### src/rtl/reduce_engine.sv
// reduce_engine: per-tag reduction table feeding a pipelined multi-op ALU and a single output register
module reduce_engine #(
  parameter int FlitWidth = 82,
  parameter int PayloadWidth = 32,
  parameter int TableDepth = 8,
  parameter int ChildrenWidth = 4,
  parameter int AluLatency = 2,
  parameter logic [8:0] NodeId = 9'd0
) (
  input  logic                         clk,
  input  logic                         rst,
  input  logic                         in_valid,
  output logic                         in_ready,
  input  logic [FlitWidth-1:0]         in_flit,
  input  logic [ChildrenWidth-1:0]     in_children,
  output logic                         out_valid,
  input  logic                         out_ready,
  output logic [FlitWidth-1:0]         out_flit,
  output logic                         err_op,
  output logic                         err_ctx,
  output logic [$clog2(TableDepth):0]  occupancy
);
  localparam int IW = $clog2(TableDepth);
  localparam int OP_LO = 32;
  localparam int TAG_LO = 38;
  localparam int CTX_LO = 46;
  localparam int SRC_LO = 63;
  localparam logic [FlitWidth-1:0] VALID_BIT = FlitWidth'(1) << (FlitWidth - 1);
  localparam logic [FlitWidth-1:0] KEEP = ~(VALID_BIT | (FlitWidth'(9'h1FF) << SRC_LO));
  localparam logic [FlitWidth-1:0] SET = VALID_BIT | (FlitWidth'(NodeId) << SRC_LO);
  typedef enum logic [1:0] {IDLE, ACCUM, INFLIGHT, DONE} state_t;
  state_t                         st [TableDepth];
  state_t                         st_n [TableDepth];
  logic [FlitWidth-1:PayloadWidth] hdr [TableDepth];
  logic [PayloadWidth-1:0]        acc [TableDepth];
  logic [ChildrenWidth-1:0]       rem [TableDepth];
  logic [AluLatency-1:0]          pv;
  logic [IW-1:0]                  ps [AluLatency];
  logic [PayloadWidth-1:0]        pr [AluLatency];
  logic [IW-1:0]                  idx, sel;
  logic [3:0]                     op;
  logic [PayloadWidth-1:0]        pay, a, res;
  logic                           bad_op, ctx_bad, accept, alloc, issue, retire, any_done, load, pop;
  logic [IW-1:0]                  rs;
  assign idx = in_flit[TAG_LO +: IW];
  assign op = in_flit[OP_LO +: 4];
  assign pay = in_flit[PayloadWidth-1:0];
  assign a = acc[idx];
  assign in_ready = !(st[idx] == INFLIGHT || st[idx] == DONE);
  assign accept = in_valid && in_ready;
  assign bad_op = op > 4'd5;
  assign ctx_bad = st[idx] == ACCUM && hdr[idx][CTX_LO +: 8] != in_flit[CTX_LO +: 8];
  assign alloc = accept && !bad_op && st[idx] == IDLE;
  assign issue = accept && !bad_op && st[idx] == ACCUM && !ctx_bad;
  assign retire = pv[AluLatency-1];
  assign rs = ps[AluLatency-1];
  assign load = !out_valid || out_ready;
  assign pop = load && any_done;
  always_comb begin
    res = (op == 4'd0) ? a + pay :
          (op == 4'd1) ? (($signed(a) > $signed(pay)) ? a : pay) :
          (op == 4'd2) ? (($signed(a) < $signed(pay)) ? a : pay) :
          (op == 4'd3) ? a & pay :
          (op == 4'd4) ? a | pay : a ^ pay;
  end
  // Descending scan so the lowest-index DONE slot wins the output register.
  always_comb begin
    sel = '0;
    any_done = 1'b0;
    for (int i = TableDepth - 1; i >= 0; i--) begin
      if (st[i] == DONE) begin
        sel = IW'(i);
        any_done = 1'b1;
      end
    end
  end
  always_comb begin
    st_n = st;
    for (int i = 0; i < TableDepth; i++) begin
      if (alloc && idx == IW'(i)) st_n[i] = (in_children == '0) ? DONE : ACCUM;
      if (issue && idx == IW'(i)) st_n[i] = INFLIGHT;
      if (retire && rs == IW'(i)) st_n[i] = (rem[i] == ChildrenWidth'(1)) ? DONE : ACCUM;
      if (pop && sel == IW'(i)) st_n[i] = IDLE;
    end
  end
  always_comb begin
    occupancy = '0;
    for (int i = 0; i < TableDepth; i++) occupancy = occupancy + (IW + 1)'(st[i] != IDLE);
  end
  always_ff @(posedge clk or negedge rst) begin
    if (!rst) begin
      for (int i = 0; i < TableDepth; i++) begin
        st[i] <= IDLE;
        hdr[i] <= '0;
        acc[i] <= '0;
        rem[i] <= '0;
      end
      for (int s = 0; s < AluLatency; s++) begin
        ps[s] <= '0;
        pr[s] <= '0;
      end
      pv <= '0;
      out_valid <= 1'b0;
      out_flit <= '0;
      err_op <= 1'b0;
      err_ctx <= 1'b0;
    end else begin
      st <= st_n;
      for (int i = 0; i < TableDepth; i++) begin
        if (alloc && idx == IW'(i)) begin
          hdr[i] <= in_flit[FlitWidth-1:PayloadWidth];
          acc[i] <= pay;
          rem[i] <= in_children;
        end
        if (retire && rs == IW'(i)) begin
          acc[i] <= pr[AluLatency-1];
          rem[i] <= rem[i] - ChildrenWidth'(1);
        end
      end
      pv[0] <= issue;
      ps[0] <= idx;
      pr[0] <= res;
      for (int s = 1; s < AluLatency; s++) begin
        pv[s] <= pv[s-1];
        ps[s] <= ps[s-1];
        pr[s] <= pr[s-1];
      end
      if (load) out_valid <= any_done;
      if (pop) out_flit <= ({hdr[sel], acc[sel]} & KEEP) | SET;
      err_op <= accept && bad_op;
      err_ctx <= accept && !bad_op && ctx_bad;
    end
  end
endmodule

### config.mk
export PLATFORM = sky130hd
export DESIGN_NAME = reduce_engine
export DESIGN_NICKNAME = d
export VERILOG_FILES = /design/src/rtl/reduce_engine.sv
export SDC_FILE = /design/constraint.sdc
export NUM_CORES = 2
export LEC_CHECK = 0
export CAP_MARGIN = 15
export CORE_MARGIN = 5
export CORE_UTILIZATION = 62
export CTS_CLUSTER_DIAMETER = 60
export DETAILED_ROUTE_END_ITERATION = 8
export GPL_TIMING_DRIVEN = 0
export HOLD_SLACK_MARGIN = 0.03
export PLACE_DENSITY = 0.79
export SYNTH_ARGS = -nofsm -noshare
export SYNTH_HDL_FRONTEND = slang
export SYNTH_SLANG_ARGS = --single-unit
### constraint.sdc
create_clock -name clk -period 4.39 [get_ports clk]
set_clock_uncertainty 0.2 [all_clocks]
set_input_delay 0.6585 -clock clk [delete_from_list [all_inputs] [get_ports clk]]
set_output_delay 0.6585 -clock clk [all_outputs]
set_load 0.02 [all_outputs]
==> flow_summary.ini <==
[run_status]
outcome = finished, violations left
violations = DRC, setup timing

[clocking]
cts.sinks = 772
cts_tree = done
cts_buffers = 85
clkSlewWorstSetupHoldPaths_ns = 0.06
clk_latency_ns = 0.69
clockRootBuffer = clkbuf_16
clock_path_buffers = 3
htreeDepth = 3

[synthesis]
synth_cell_types = 74
async_reset_ff_frac = 1.00
synth-warning-count = 0
synth-edff-count = 0
yosysSeqAreaShare = 0.452
syn_avg_cell_area_um2 = 10.1
synthCells = 4210
ys_ff_latch = 772
synth_area_mm2 = 0.0427
synthFlopType = dfrtp_1

[detailed_routing]
routed-via-count = 37900
drt_wl_total_um = 159000
ant_nets = 0
first_pass_iters = 9
post_drt_wl_per_cell_um = 29.0
drtIter0Drc = 6088
drcViolationCount = 17
routed_via_density = 6.91

[timing]
fmax_mhz = 218
final-setup-viol-count = 15
slew_headroom = 0.166
rsz0062_at_grt = yes
min_period_ns = 4.58
hold-worst-slack_ns = 0.0807
final_max_slew_viol_count = 0
tightest_slew_ns = 1.25
hold_viol = 0
setup_ws_ns = -0.192
post-route-period-util = 1.04

[power_and_ir_drop]
p_leak_nw = 22.6
power_density_mw_per_mm2 = 695
vdd_ir_drop_max_mv = 0.579

[critical_path]
crit_slowest_cell = a21oi_1
crit_arrival_ns = 4.99
crit_fanout = 10
crit_chain = clkdlybuf4s50_1 -> a21oi_1 -> nand3_1 -> or3_1 -> buf_2 -> nor2_2 -> clkbuf_1 -> nand2_1 -> nand2_1
crit_type = input port to flip-flop
critical-path-max-stage-delay_ns = 0.90
crit_path_start_kind = input port
required_ns = 4.80
cp_common_cell = nand2_1
endpoint_kind = flip-flop

[placed_design]
io_buffers = 148
pre_cts_slack_ns = -2.73
hpwl_um = 106000
gp_congestion = 1.01

[global_routing]
antenna_found_initial = 5
grt_pass1_wl_um = 234000
grt-ovfl-total = 0
grt_pass1_vias = 37500
grt_max_degree = 126
grt_usage = 0.419

[die]
start_util = 0.624
core_mm2 = 0.0685
io_pins = 180
dieArea_mm2 = 0.0742
die_y_um = 272
die_x_um = 272
num_rows = 96

[worst_hold_path]
hp-class = input port to flip-flop

[final_layout]
final_common_cell = nand2_1
area_growth_pct = 18.3
most-common-layout-cells = nand2_1, dfrtp_1, nor2_1, a21oi_1, mux4_2
nets = 4742
num-fill-cells = 4647
drive_above_1_share = 0.198

[run]
maxCapViolations = 0
==> registers in the layout, summed over array words and instances, names as in the netlist <==
signal     count
out_flit      73
rs             3
st            16
hdr          320
rem           32
err_ctx        1
out_valid      1
err_op         1
ps             3
pr            64
pv             2
acc          256
==> cells in the mapped netlist, types with 95 or more instances <==
| cell type | instances | area share |
|---|---|---|
| nand2_1 | 923 | 0.081 |
| dfrtp_1 | 772 | 0.45 |
| nor2_1 | 371 | 0.033 |
| a21oi_1 | 233 | 0.027 |
| mux4_2 | 220 | 0.12 |
| clkbuf_1 | 210 | 0.018 |
| mux2i_1 | 204 | 0.048 |
| mux2_2 | 172 | 0.045 |
| a31oi_1 | 142 | 0.021 |
| ha_1 | 115 | 0.034 |
| inv_1 | 114 | 0.010 |
| o21ai_0 | 95 | 0.011 |
==> layout make-up <==
class	instances	area [um2]	area share
antenna	3	7.51	0.000149
buffer	372	2170	0.0429
clock buffer	119	2400	0.0476
clock inverter	34	437	0.00864
inverter	116	444	0.00879
multi-input combinational	2952	22000	0.436
sequential	772	19300	0.383
tap	882	1100	0.0218
timing repair buffer	233	2590	0.0512
==> what timing repair did <==
item                                    4_1_cts  5_1_grt
pin swaps                                    27       49
hold buffers                                  2        1
cloned                                        5        3
hold endpoints to repair                     49        1
endpoints found under the setup margin       36       40
resized for setup                           162      122
buffers inserted                             34       30
==> stage by stage <==
stage	std cells	TNS (ns)	total power [mW]	cell area, um2	utilization
3_3_place_gp	5248	-	25.7	45700	0.668
5_1_grt	5482	-0.859	36.5	50500	0.738
2_1_floorplan	4218	-0.0530	21.2	43100	-
4_1_cts	5449	-0.186	34.1	49800	0.727
6_report	5483	-1.68	35.1	50500	0.738
3_5_place_dp	5259	-194.32	26.3	46000	0.672
==> logic make-up (layout without fill, tap and decap cells) <==
family	count (synthesis)	in the layout	synth area share
flops	772	772	0.452
fa+ha+maj	120	120	0.0360
compound gates	739	739	0.109
buf+inv	494	874	0.0488
xor+xnor	28	28	0.00574
mux	597	597	0.210
simple gates	1459	1459	0.138
other cells	1	12	0.0000878
==> routing by layer <==
metal  track usage  part of all wire  vias to the layer above  wire (um)
met5             0           0.00067                        -        106
met4         0.289             0.092                       11      14600
met3         0.151              0.14                      897      22400
met2         0.607              0.43                     3134      67800
met1         0.528              0.34                    18500      54000
li1              -                 -                    15400          -
==> where the power goes <==
group	internal [mW]	switching [mW]
clock network	4.18	3.18
registers	9.85	1.97
logic	7.29	8.62
==> worst max-delay path: cells and delay by family <==
family          cells  cell delay [ns]
simple gates        5             1.89
buf+inv             3             1.52
compound gates      1             0.90
==> worst paths after layout <==
path | from | endpoint | slack, ns | depth (start not counted)
max in group asynchronous | rst | hdr[208] | 2.23 | 4
max | in_flit[33] | hdr[319] | -0.19 | 9
min reg2reg | pr[49] | pr[17] | 0.13 | 0
min | in_flit[48] | hdr[316] | 0.08 | 3
min in group asynchronous | rst | acc[70] | 0.31 | 2
max reg2reg | st[9] | hdr[319] | -0.03 | 10
No activity file was read; power rests on OpenSTA's default activity.
